===== config.mk =====
export PLATFORM = sky130hd
export DESIGN_NAME = logic_unit_pipe
export DESIGN_NICKNAME = d
export VERILOG_FILES = /design/src/rtl/logic_unit_pipe.sv
export SDC_FILE = /design/constraint.sdc
export NUM_CORES = 1
export LEC_CHECK = 0
export CORE_UTILIZATION = 45
export CTS_BUF_LIST = sky130_fd_sc_hd__clkbuf_8
export CTS_CLUSTER_DIAMETER = 120
export CTS_CLUSTER_SIZE = 30
export DETAILED_ROUTE_END_ITERATION = 8
export PLACE_DENSITY = 0.72
export REMOVE_ABC_BUFFERS = 1
export SETUP_SLACK_MARGIN = 0.02
export SKIP_LAST_GASP = 1
export SLEW_MARGIN = 20
export SYNTH_ARGS = -nofsm -noshare
export SYNTH_HDL_FRONTEND = slang
export SYNTH_SLANG_ARGS = --single-unit

===== constraint.sdc =====
create_clock -name clk -period 1.5 [get_ports clk]
set_input_delay 0.45 -clock clk [delete_from_list [all_inputs] [get_ports clk]]
set_output_delay 0.45 -clock clk [all_outputs]
set_load 0.01 [all_outputs]

===== src/rtl/logic_unit_pipe.sv =====
// Registered 8-op bitwise logic unit with a 2-entry (head + skid) valid/ready output buffer.
// Optional macro LU_REDUCE_EN adds port r (AND-reduction of y), stored per entry.
module logic_unit_pipe #(
    parameter int unsigned W = 8
) (
    input  logic         clk,
    input  logic         rst_n,
    input  logic         in_valid,
    output logic         in_ready,
    input  logic [W-1:0] a,
    input  logic [W-1:0] b,
    input  logic [2:0]   op,
    output logic         out_valid,
    input  logic         out_ready,
    output logic [W-1:0] y,
    output logic         zero
`ifdef LU_REDUCE_EN
    ,
    output logic         r
`endif
);

`ifdef LU_REDUCE_EN
    localparam int unsigned EW = W + 2;
`else
    localparam int unsigned EW = W + 1;
`endif
    // Entry layout: {[r,] zero, y}; reset entry has only the zero flag set.
    localparam logic [EW-1:0] RST_ENTRY = EW'(1) << W;

    typedef enum logic [1:0] {
        OCC_EMPTY = 2'd0,
        OCC_ONE   = 2'd1,
        OCC_FULL  = 2'd2
    } occ_e;

    occ_e          occ_q;
    logic [EW-1:0] head_q;
    logic [EW-1:0] skid_q;
    logic [EW-1:0] res_d;
    logic [W-1:0]  res_y;
    logic          push;
    logic          pop;

    always_comb begin
        res_y = '0;
        unique case (op)
            3'b000: res_y = a & b;
            3'b001: res_y = a | b;
            3'b010: res_y = a ^ b;
            3'b011: res_y = ~(a & b);
            3'b100: res_y = ~(a | b);
            3'b101: res_y = ~(a ^ b);
            3'b110: res_y = ~a;
            3'b111: res_y = a;
            default: res_y = '0;
        endcase
`ifdef LU_REDUCE_EN
        res_d = {(&res_y), (res_y == '0), res_y};
`else
        res_d = {(res_y == '0), res_y};
`endif
    end

    assign in_ready  = (occ_q != OCC_FULL);
    assign out_valid = (occ_q != OCC_EMPTY);
    assign push      = in_valid && in_ready;
    assign pop       = out_valid && out_ready;

    always_ff @(posedge clk or negedge rst_n) begin
        if (!rst_n) begin
            occ_q  <= OCC_EMPTY;
            head_q <= RST_ENTRY;
            skid_q <= RST_ENTRY;
        end else begin
            unique case (occ_q)
                OCC_EMPTY: begin
                    if (push) begin
                        head_q <= res_d;
                        occ_q  <= OCC_ONE;
                    end
                end
                OCC_ONE: begin
                    // Simultaneous push/pop replaces the head in place.
                    if (push && pop) begin
                        head_q <= res_d;
                    end else if (push) begin
                        skid_q <= res_d;
                        occ_q  <= OCC_FULL;
                    end else if (pop) begin
                        occ_q  <= OCC_EMPTY;
                    end
                end
                OCC_FULL: begin
                    if (pop) begin
                        head_q <= skid_q;
                        occ_q  <= OCC_ONE;
                    end
                end
                default: occ_q <= OCC_EMPTY;
            endcase
        end
    end

    assign y    = head_q[W-1:0];
    assign zero = head_q[W];
`ifdef LU_REDUCE_EN
    assign r    = head_q[W+1];
`endif

endmodule


==> impl.org, run 1 <==
** Worst setup path
- Capturing instance or port of the critical path :: head_q[8]
- Critical path data required time :: 1.68 ns
- The worst setup path is launched from a primary input.
- The worst register-to-register path has a setup slack of -0.34 ns.
- Worst Setup Path Type :: in2reg
- Maximum fanout count along the critical path :: 2
- Critical R2R Capture :: head_q[8]
- Cells on worst reg2reg path :: 8
- The most critical setup path has its startpoint at b[7].
- Data arrival at the endpoint of the critical path :: around 2.3 ns
- Worst setup EP type :: flop
- The startpoint identified for the worst register-to-register timing path is occ_q[1].

** Logic synthesis
- The most used flip-flop cell after synthesis is sky130_fd_sc_hd__dfrtp_1.
- Total of warnings raised by yosys :: 0
- Number of storage elements in the synthesis netlist :: 20
- Synthesized instance count :: 227
- Number of synthesized flops with an enable pin :: 0
- Synthesis instantiated 38 different standard cells from the library.
- For this run, asynchronously set or reset flops after synthesis account for 1.00.
- Synthesized area :: around 1800 um^2
- Mean post-synth cell area :: 7.94 um^2
- Share of the yosys chip area belonging to registers :: 0.279

** Global routing
- Largest net degree at the start of global routing :: 25
- The number of global-route vias before repair came to 1880.
- Initial antenna violation count :: 0
- The total overflow left after global routing is 0.
- GR peak layer :: met2
- M2 GR Usage :: 0.454
- GR Layer Usage met3 :: 0.0521
- The first global-routing pass estimated between 8000 and 9000 um of wire.
- Met1 routing resource usage after global routing :: 0.290
- Across every metal layer, demand over resource in global routing totals 0.249.

** Timing
- Max-slew violations :: 0
- Setup violations remaining at the end of the flow were counted as 19.
- Between clock sinks in the finished design, the worst skew comes to approximately 0.0048 ns.
- Setup slack after layout :: -0.637 ns
- Pin slew with the least headroom to its limit :: about 0.35 ns
- The routed design could run at a clock period as short as 2.14 ns.
- Worst hold slack :: between 0.4 and 0.5 ns
- Slew Limit Headroom :: 0.768
- Based on the critical path, the design can be clocked at up to around 470 MHz.
- Final Hold Viols :: 0
- Setup repair after global routing could not meet its margin everywhere.
- Of the available clock period, the critical path in the final layout requires 1.42.

** Route
- For this block, the initial DRC count from the detailed router was 175.
- Drt total wl :: 7280 um
- Via count of the routed design :: 2198
- TritonRoute pass-1 iters :: 4
- Per-cell routed wire length :: roughly 20 um
- For this run, design rule violations remaining after detail routing come to 0.
- Number of vias per cell after detailed routing :: 5.97
- The detail route stage leaves a number of antenna-violating nets equal to 0.

** Placement
- At the end of routability-driven placement, the weighted congestion stood at slightly above 0.8.
- Port buffering added 33 buffers.
- Detailed placer's ending HPWL :: 3180 um

** Clocking
- Cts bufs inserted :: 3
- CTS placed an instance of sky130_fd_sc_hd__clkbuf_8 at the clock tree root.
- H-tree depth reported by CTS :: 1
- At the later pin of the worst-skew pair, clock insertion delay measures 0.26 ns.
- Maximum root-to-sink buffer count :: 2
- Clock tree synthesis found a total of 20 sinks.
- TritonCTS built the clock tree.
- Clock-pin slew was measured on the worst setup and hold paths at approximately 0.070 ns.

** Job
- Max_cap viols :: 0

** Power and ir drop
- The internal power of the cells totals between 0.0015 and 0.002 W.
- Maximum VDD drop :: approximately 0.0006 V
- Combinational share of power :: 0.522
- For this design the total switching power over the nets is around 0.00091 W.
- Sequential group share of total power :: 0.329
- Power density cells :: around 760 nW/um^2
- Leakage dissipation :: around 1.4 nW
- The share of total power dissipated in the clock network is 0.149.
- Net switching fraction of the power :: 0.369
- Total power for the finished layout comes to 0.00246 W.

** Run status
- The checks that failed: setup timing.
- Run status :: complete, but fails checks

** Cells and area
- The filler cells instantiated in the layout total 175.
- Relative to the synthesized area, the layout overhead comes to 78.1%.
- Final-stage net count :: 360
- In the final layout, the share of cells above drive strength 1 is 0.547.
- Leaving out fill and tap cells, the most frequent cell in the layout is sky130_fd_sc_hd__buf_4.
- Ant diodes :: 0
- The library cells used most frequently in the layout, excluding fill and tap cells, are sky130_fd_sc_hd__buf_4, sky130_fd_sc_hd__nand2_1, sky130_fd_sc_hd__buf_6.

** Floorplan
- The initialized floorplan defines 22 standard-cell rows.
- In this run the horizontal extent of the chip is 65.3 um.
- The floorplan step set the die height to 65.3 um.
- 34 I/O pins were placed.
- Initial Utilization :: 0.482
- The floorplan step defined a die boundary enclosing 4260 um^2.
- In this run the standard cell core region covers 3740 um^2.

** Min path
- Worst hold path stage count :: 2
- The path class of the tightest hold or removal check is reg2reg.
- Beginning of the worst hold path :: skid_q[0]
cell usage after synthesis, types with 2 or more instances:
cell | count | area, um^2
sky130_fd_sc_hd__a2111o_1 | 2 | 22.5
sky130_fd_sc_hd__a211o_1 | 3 | 26.3
sky130_fd_sc_hd__a211oi_1 | 4 | 30.0
sky130_fd_sc_hd__a21oi_1 | 10 | 50.1
sky130_fd_sc_hd__a22oi_1 | 3 | 22.5
sky130_fd_sc_hd__a31oi_1 | 4 | 25.0
sky130_fd_sc_hd__buf_2 | 7 | 35.0
sky130_fd_sc_hd__buf_6 | 2 | 22.5
sky130_fd_sc_hd__clkbuf_1 | 4 | 15.0
sky130_fd_sc_hd__dfrtp_1 | 18 | 450
sky130_fd_sc_hd__dfstp_2 | 2 | 52.6
sky130_fd_sc_hd__ha_1 | 16 | 200
sky130_fd_sc_hd__inv_1 | 20 | 75.1
sky130_fd_sc_hd__mux2i_1 | 3 | 30.0
sky130_fd_sc_hd__nand2_1 | 32 | 120
sky130_fd_sc_hd__nand2b_1 | 9 | 56.3
sky130_fd_sc_hd__nor2_1 | 14 | 52.6
sky130_fd_sc_hd__nor2b_1 | 20 | 125
sky130_fd_sc_hd__nor3_1 | 2 | 10.0
sky130_fd_sc_hd__o211ai_1 | 8 | 60.1
sky130_fd_sc_hd__o21a_1 | 6 | 45.0
sky130_fd_sc_hd__o21ai_0 | 12 | 60.1
sky130_fd_sc_hd__o22ai_1 | 6 | 37.5
sky130_fd_sc_hd__o31ai_1 | 4 | 30.0
sky130_fd_sc_hd__o32ai_1 | 3 | 26.3
stage by stage:
step / TNS (ns) / cell area [um^2] / std cells / setup WS (ns) / util
final: -4.68 / 3210 / 368 / -0.637 / 0.858
after global routing: -5.49 / 3210 / 368 / -0.716 / 0.858
after CTS: -5.02 / 2850 / 360 / -0.605 / 0.761
after detailed placement: -17.30 / 2500 / 346 / -1.32 / 0.669
after global placement: -16.91 / 2500 / 346 / -1.31 / 0.669
after floorplan: -3.59 / 1730 / 214 / -0.759 / -
final cells by class:
| class | instances | area (um^2) | area share |
|---|---|---|---|
| clock inverter | 1 | 3.75 | 0.00117 |
| multi-input combinational | 174 | 1560 | 0.484 |
| inverter | 20 | 95.1 | 0.0296 |
| tap | 48 | 60.1 | 0.0187 |
| sequential | 20 | 503 | 0.157 |
| timing repair buffer | 102 | 953 | 0.297 |
| clock buffer | 3 | 41.3 | 0.0129 |
worst min-delay path by stage:
stage	to
floorplan	head_q[0]
global placement	skid_q[1]
detailed placement	skid_q[1]
CTS	skid_q[0]
global route	skid_q[3]
finish	skid_q[0]
metal layers:
| layer | vias to the layer above | routed length [um] |
|---|---|---|
| li1 | 983 | - |
| met1 | 1034 | 2630 |
| met5 | - | 0 |
| met3 | 47 | 430 |
| met4 | 0 | 457 |
| met2 | 134 | 3760 |
state kept, by name, indices dropped and copies added, names as in the netlist:
register	flops
head_q	9
skid_q	9
occ_q	2
cells by family (layout without fill, tap and decap cells):
family | after synthesis | in the layout | synth area share
and+or+nand+nor | 85 | 85 | 0.235
xor gates and xnor gates | 1 | 1 | 0.00486
AOI/OAI and AO/OA | 67 | 67 | 0.251
buffers and inverters | 33 | 126 | 0.0819
adders and majority gates | 16 | 16 | 0.111
DFF | 20 | 20 | 0.279
muxes | 5 | 5 | 0.0375
critical path, stage by stage:
cell and delay, ns:
sky130_fd_sc_hd__buf_8 0.10, sky130_fd_sc_hd__inv_4 0.05, sky130_fd_sc_hd__ha_4 0.12, sky130_fd_sc_hd__inv_2 0.03, sky130_fd_sc_hd__mux2_4 0.25, sky130_fd_sc_hd__mux4_2 0.49, sky130_fd_sc_hd__or4_4 0.57, sky130_fd_sc_hd__o31ai_4 0.25
timing repair:
| item | CTS | global route |
|---|---|---|
| pin swaps | 44 | 40 |
| cloned | 1 | 2 |
| hold buffers | 0 | 0 |
| gates resized for setup | 149 | 98 |
| buffers inserted | 22 | 15 |
| setup endpoints to repair | 29 | 21 |
power by group through the flow:
stage	Sequential, W	Combinational [W]	Clock (W)
6_report	0.000808	0.00128	0.000366
5_1_grt	0.000820	0.00136	0.000394
4_1_cts	0.000792	0.00103	0.000358
3_5_place_dp	0.000805	0.000954	0
3_3_place_gp	0.000797	0.000937	0
2_1_floorplan	0.000829	0.000399	0
Power figures use the tool's default switching activity.
==> run 2, diff against run 1 <==
--- a/config.mk
+++ b/config.mk
@@ -11,6 +11,7 @@
 export CTS_CLUSTER_SIZE = 30
 export DETAILED_ROUTE_END_ITERATION = 8
 export PLACE_DENSITY = 0.72
+export RECOVER_POWER = 100
 export REMOVE_ABC_BUFFERS = 1
 export SETUP_SLACK_MARGIN = 0.02
 export SKIP_LAST_GASP = 1
==> impl.org, run 2 (same netlist as run 1, synthesis figures left out) <==
** Floorplan
- The floorplan step defined a die boundary enclosing approximately 4300 um^2.
- From left edge to right edge, the die measures 65.3 um.
- 34 I/O pins were placed.
- The initial utilization of the core area, before any placement, comes to 0.482.
- Height of the die :: 65.3 um
- Core Box Area :: 3740 um^2
- Standard-cell row count :: 22

** Run status
- Run status :: complete, but fails checks
- Violations in the final reports :: setup timing

** Clocking
- CTS clock-pin slew for the worst setup and hold paths :: 0.07 ns
- In this run the deepest clock path goes through 2 buffers.
- H-tree depth reported by CTS :: 1
- For the worst-skew pair, the clock arrives at the later sink with an insertion delay of 0.26 ns.
- The tree built by TritonCTS fans out to 20 sinks.
- Clock tree synthesis inserted a total of 3 buffers.
- Master cell of the clock root buffer :: sky130_fd_sc_hd__clkbuf_8
- TritonCTS built the clock tree.

** Power and ir drop
- Power density cells :: 762 nW/um^2
- Leakage dissipation :: roughly 1.4 nW
- Total power of the final layout :: 0.00244 W
- IR analysis of the VDD net gives a maximum drop of 0.000587 V.

** Route
- Summing over every cut layer, the via total after detailed routing is 2197.
- After detailed routing, the total wire length is between 7000 and 8000 um.
- Number of DRC violations after detailed-routing iteration 0 :: between 200 and 250
- Per-cell routed wire length :: 19.7 um
- DRC violation count after routing :: 0
- The pre-antenna-repair detailed-routing pass consisted of 4 iterations.
- Number of vias per cell after detailed routing :: 5.97
- Post-detailed-route count of antenna-violating nets :: 0

** Cells and area
- Largest registers in the final layout :: head_q x9, skid_q x9, occ_q x2
- Area delta synth->final :: 77.9%
- Of the cells placed in the final design, the portion with a size suffix greater than 1 is 0.544.
- The net count of the finished layout is 360.
- Fillers :: 176
- The library cell used most frequently in the layout, excluding fill and tap cells, is sky130_fd_sc_hd__buf_4.
- Highest-count cells in the layout ignoring fill and taps :: sky130_fd_sc_hd__buf_4, sky130_fd_sc_hd__nand2_1, sky130_fd_sc_hd__buf_6
- Ant diodes :: 0

** Timing
- In the finished design, the share of the clock period the worst path needs comes to 1.42.
- Maximum clock frequency :: 468 MHz
- Measured against its own limit, the worst slew margin works out to 0.657.
- Final Skew :: 0.00383 ns
- Setup repair after global routing missed its margin :: true
- Setup violations remaining at the end of the flow were counted as 20.
- The final number of max-transition violations is 0.
- Setup slack after layout :: -0.637 ns
- After routing, the total negative slack on setup checks comes to -5.82 ns.
- The routed design could run at a clock period as short as 2.14 ns.
- The final hold violation count is 0.
- For the pin with the worst max-slew slack, the measured transition is 0.514 ns.

** Placement
- During placement, the flow inserted port buffers numbering 33.
- Final estimated routing congestion in global placement :: around 0.8
- Detailed placer's ending HPWL :: 3180 um

** Global routing
- Largest net degree at the start of global routing :: 25
- The number of antenna violations at the first check in global routing came to 0.
- Via count of the first global-routing pass :: 1880
- Overall global routing resource usage :: 0.249
- Global routing finished with a remaining overflow of 0.
- First-pass GRT wire length :: 8310 um

** Worst setup path
- Among all stages on the critical path, the largest delay is contributed by sky130_fd_sc_hd__or4_4.
- STA classifies the critical path startpoint as a primary input.
- Traced cell by cell, the critical path runs through buf_8, inv_4, ha_4, inv_2, mux2_4, mux4_2, or4_4, o31ai_4.
- Max incr delay on CP :: roughly 0.57 ns
- Critical path data required time :: about 1.7 ns
- Data arrival at the endpoint of the critical path :: roughly 2.3 ns
- Along the worst path, the maximum fanout reaches 2.
- Worst Setup Path Type :: in2reg
- Worst setup EP type :: flop

** Job
- Max_cap viols :: 0

** Min path
- Hold WC Path Type :: reg2reg
run 2: cell count changes in the layout (fill, tap and decap cells not counted):
cell | before | now
sky130_fd_sc_hd__clkdlybuf4s50_1 | 3 | 1
sky130_fd_sc_hd__dlygate4sd3_1 | 0 | 2
sky130_fd_sc_hd__buf_4 | 51 | 50
sky130_fd_sc_hd__clkbuf_2 | 5 | 6
sky130_fd_sc_hd__nor2b_1 | 9 | 10
sky130_fd_sc_hd__nor2b_2 | 1 | 0
run 2: worst max-delay path, delay by kind of cell:
kind / cells / cell delay [ns]
and+or+nand+nor: 1 / 0.57
AOI/OAI and AO/OA: 1 / 0.25
muxes: 2 / 0.74
buffers and inverters: 3 / 0.18
adders and majority gates: 1 / 0.12
run 2: area by class of cell:
cell class	instances	area [um^2]	area share
well taps	48	60.1	0.0187
clock buffers	3	41.3	0.0129
clock inverters	1	3.75	0.00117
repair buffers	102	951	0.297
multi-input cells	174	1550	0.484
inverters	20	95.1	0.0297
flip-flops and latches	20	503	0.157
run 2: power breakdown:
group | internal (W) | switching [W] | leakage, nW
registers | 0.000706 | 0.000102 | 0.234
clock network | 0.000182 | 0.000174 | 0.0269
logic | 0.000660 | 0.000620 | 1.18
total | 0.00155 | 0.000896 | 1.44
run 2: what timing repair did:
item,4_1_cts,5_1_grt
hold buffers,0,0
hold endpoints to repair,0,0
buffers inserted,22,15
gates resized for setup,149,98
endpoints found under the setup margin,29,21
gates cloned,1,2
pin swaps,44,40
run 2: worst paths after layout:
path                            from  slack [ns]  cells after the start         to
max in group asynchronous      rst_n        0.45                      2  skid_q[8]
min                        skid_q[0]        0.48                      2  skid_q[0]
max                             b[7]       -0.64                      8  head_q[8]
min in group asynchronous      rst_n        0.69                      2  head_q[3]
min reg2reg                skid_q[0]        0.48                      2  skid_q[0]
max reg2reg                 occ_q[1]       -0.41                      8  head_q[8]
run 2: stage by stage:
stage                     std cells  cell area, um^2  hold WS, ns   util  setup slack [ns]
after global routing            368             3210        0.501  0.857            -0.716
after CTS                       360             2850        0.478  0.761            -0.605
after detailed placement        346             2500        0.466  0.669             -1.32
after global placement          346             2500        0.458  0.669             -1.31
after floorplan                 214             1730        0.154      -            -0.759
final                           368             3210        0.480  0.857            -0.637
run 2: layer usage:
layer,share of wire,track usage,up-vias
li1,-,-,986
met1,0.35,0.290,1032
met2,0.52,0.454,132
met3,0.065,0.0521,47
met4,0.064,0.0707,0
met5,0,0,-
==> run 3, diff against run 2 <==
--- a/config.mk
+++ b/config.mk
@@ -10,7 +10,7 @@
 export CTS_CLUSTER_DIAMETER = 120
 export CTS_CLUSTER_SIZE = 30
 export DETAILED_ROUTE_END_ITERATION = 8
-export PLACE_DENSITY = 0.72
+export PLACE_DENSITY = 0.7
 export RECOVER_POWER = 100
 export REMOVE_ABC_BUFFERS = 1
 export SETUP_SLACK_MARGIN = 0.02
==> constraint.sdc (replaced) <==
create_clock -name clk -period 2.5 [get_ports clk]
set_input_delay 0.75 -clock clk [delete_from_list [all_inputs] [get_ports clk]]
set_output_delay 0.75 -clock clk [all_outputs]
set_load 0.01 [all_outputs]
==> impl.org, run 3 (same netlist as run 1, synthesis figures left out) <==
** Run status
- Run status :: finished, final reports clean

** Timing
- For the pin with the worst max-slew slack, the measured transition is 0.565 ns.
- After routing, the total negative slack on setup checks comes to 0 ns.
- Slew Limit Headroom :: 0.622
- Setup violations remaining at the end of the flow were counted as 0.
- Setup repair after global routing missed its margin :: true
- Derived from the worst setup path, the maximum achievable clock frequency is 406 MHz.
- Final Skew :: 0.00393 ns
- In the finished design, the share of the clock period the worst path needs comes to 0.986.
- Final Hold Viols :: 0
- The final number of max-transition violations is 0.
- Setup slack closes at 0.0350 ns.
- Time the worst path needs with I/O delays and setup :: 2.46 ns

** Floorplan
- Core Box Area :: 3740 um^2
- Height of the die :: 65.3 um
- Standard-cell row count :: 22
- From left edge to right edge, the die measures 65.3 um.
- The die covers 4260 um^2.
- For this configuration, the core starts out at a cell density of 0.482.
- Top-Level Pins :: 34

** Route
- For this run, design rule violations remaining after detail routing come to 0.
- TritonRoute pass-1 iters :: 4
- Number of DRC violations after detailed-routing iteration 0 :: 93
- Drt total wl :: about 4400 um
- The count of nets left with antenna violations once routing finished came out at 0.
- The final route contains approximately 1800 vias.
- Per-cell routed wire length :: 12.8 um
- Number of vias per cell after detailed routing :: 5.32

** Clocking
- Clock latency on the worst-skew pair, taken at its later pin, is 0.25 ns.
- Clock tree synthesis selected as its root buffer the cell sky130_fd_sc_hd__clkbuf_8.
- Maximum root-to-sink buffer count :: 2
- H-tree depth reported by CTS :: 1
- Clock-pin slew was measured on the worst setup and hold paths at 0.07 ns.
- Clock tree synthesis inserted a total of 3 buffers.
- TritonCTS clock tree :: done
- Number of buffers added to fix hold violations after cts :: 0
- CTS saw 20 sinks.

** Global routing
- Largest net degree at the start of global routing :: 26
- Via count of the first global-routing pass :: 1725
- Overall global routing resource usage :: 0.217
- Summed over all layers, the global routing overflow is 0.
- The number of antenna violations at the first check in global routing was 0.
- The first global-routing pass estimated 7260 um of wire.

** Worst setup path
- Cell chain of the critical path :: buf_2, inv_2, ha_4, inv_1, mux2_4, mux4_2, or4_4, o31ai_4
- Data arrival at the endpoint of the critical path :: between 2 and 3 ns
- The worst register-to-register path ends at head_q[2].
- STA classifies the critical path endpoint as a flop.
- Critical path data required time :: 2.67 ns
- In this run the critical register-to-register path is launched from occ_q[1].
- Along the worst path, the maximum fanout reaches 3.
- Max incr delay on CP :: roughly 0.57 ns
- Worst Setup Path Type :: in2reg
- The critical path starts at a[7].
- Counting cells, the worst reg-to-reg path comes to 6.
- CP max stage cell :: sky130_fd_sc_hd__or4_4
- Element type at the critical path start :: primary input
- Internal reg-to-reg setup slack :: 0.96 ns
- Capturing instance or port of the critical path :: skid_q[8]

** Cells and area
- The net count of the finished layout is 334.
- Design area :: approximately 2600 um^2
- The largest registers in the layout are head_q x9, skid_q x9, occ_q x2.
- 0 antenna diodes ended up in the layout.
- Highest-count cells in the layout ignoring fill and taps :: sky130_fd_sc_hd__buf_4, sky130_fd_sc_hd__nand2_1, sky130_fd_sc_hd__nor2b_1
- Ratio of cells with drive above 1 in the final layout :: 0.293
- Fillers :: 326
- From synthesis to final layout, the design area changed by 45.3%.
- The count of cells in the finished layout, fillers not included, comes to 342.
- Most common cell after layout, fill and taps aside :: sky130_fd_sc_hd__buf_4

** Power and ir drop
- Dividing total power by cell area gives a power density of 487 nW/um^2.
- Summed over all cells, the static leakage comes to between 1 and 1.5 nW.
- Total power of the final layout :: approximately 0.0013 W
- The worst-case IR drop observed on VDD is approximately 0.00041 V.

** Job
- Max_cap viols :: 0

** Placement
- In this run, placement finished with an instance count of 332.
- Summing all placed instances gives a cell area of 2400 um^2.
- Count of buffers inserted at the top-level ports :: 33
- The congestion estimate from routability-driven global placement came to 0.812.
- Detailed placer's ending HPWL :: 3210 um
- OpenSTA, run right after detailed placement, puts the worst setup slack at -0.687 ns.

** Min path
- In this run the most critical hold path is launched from skid_q[7].
- The tightest min-delay check is of the reg2reg type.
- The worst hold path was traced through 2 stages.
## run 3: timing repair
| item | CTS | global route |
|---|---|---|
| pin swaps | 16 | 8 |
| endpoints found under the setup margin | 3 | 4 |
| gates resized for setup | 50 | 18 |
| buffers inserted | 4 | 2 |
## run 3: worst min path at each step
| stage | to | slack [ns] |
|---|---|---|
| after floorplan | head_q[0] | 0.45 |
| final | skid_q[7] | 0.48 |
| after global routing | head_q[3] | 0.51 |
| after CTS | skid_q[7] | 0.48 |
| after global placement | skid_q[2] | 0.46 |
| after detailed placement | skid_q[7] | 0.46 |
## run 3: stage by stage
step	hold WS (ns)	utilization
2_1_floorplan	0.445	-
3_3_place_gp	0.458	0.641
3_5_place_dp	0.463	0.641
4_1_cts	0.481	0.682
5_1_grt	0.511	0.700
6_report	0.480	0.700
## run 3: layout make-up
class	instances	area, um^2	share of cell area
sequential	20	503	0.192
clock buffer	4	55.1	0.0210
tap	48	60.1	0.0229
inverter	20	75.1	0.0287
multi-input combinational	174	1310	0.501
timing repair buffer	76	613	0.234
## run 3: metal layers
metal | track usage | part of all wire | wire (um) | up-vias
li1 | - | - | - | 926
met1 | 0.259 | 0.44 | 1950 | 869
met2 | 0.407 | 0.53 | 2320 | 24
met3 | 0.0417 | 0.023 | 99 | 2
met4 | 0.0299 | 0.0032 | 14 | 0
met5 | 0 | 0 | 0 | -
## run 3: worst max-delay path: cells and delay by family
kind / cells / cell delay [ns]
mux: 2 / 0.71
fa+ha+maj: 1 / 0.12
compound gates: 1 / 0.25
simple gates: 1 / 0.57
buf+inv: 3 / 0.23
## run 3: report_power, final
| group | total (W) | leakage [nW] | switching [W] | internal, W |
|---|---|---|---|---|
| Combinational | 0.000558 | 0.912 | 0.000263 | 0.000294 |
| Sequential | 0.000480 | 0.234 | 0.0000562 | 0.000424 |
| Clock | 0.000239 | 0.0288 | 0.0000993 | 0.000140 |
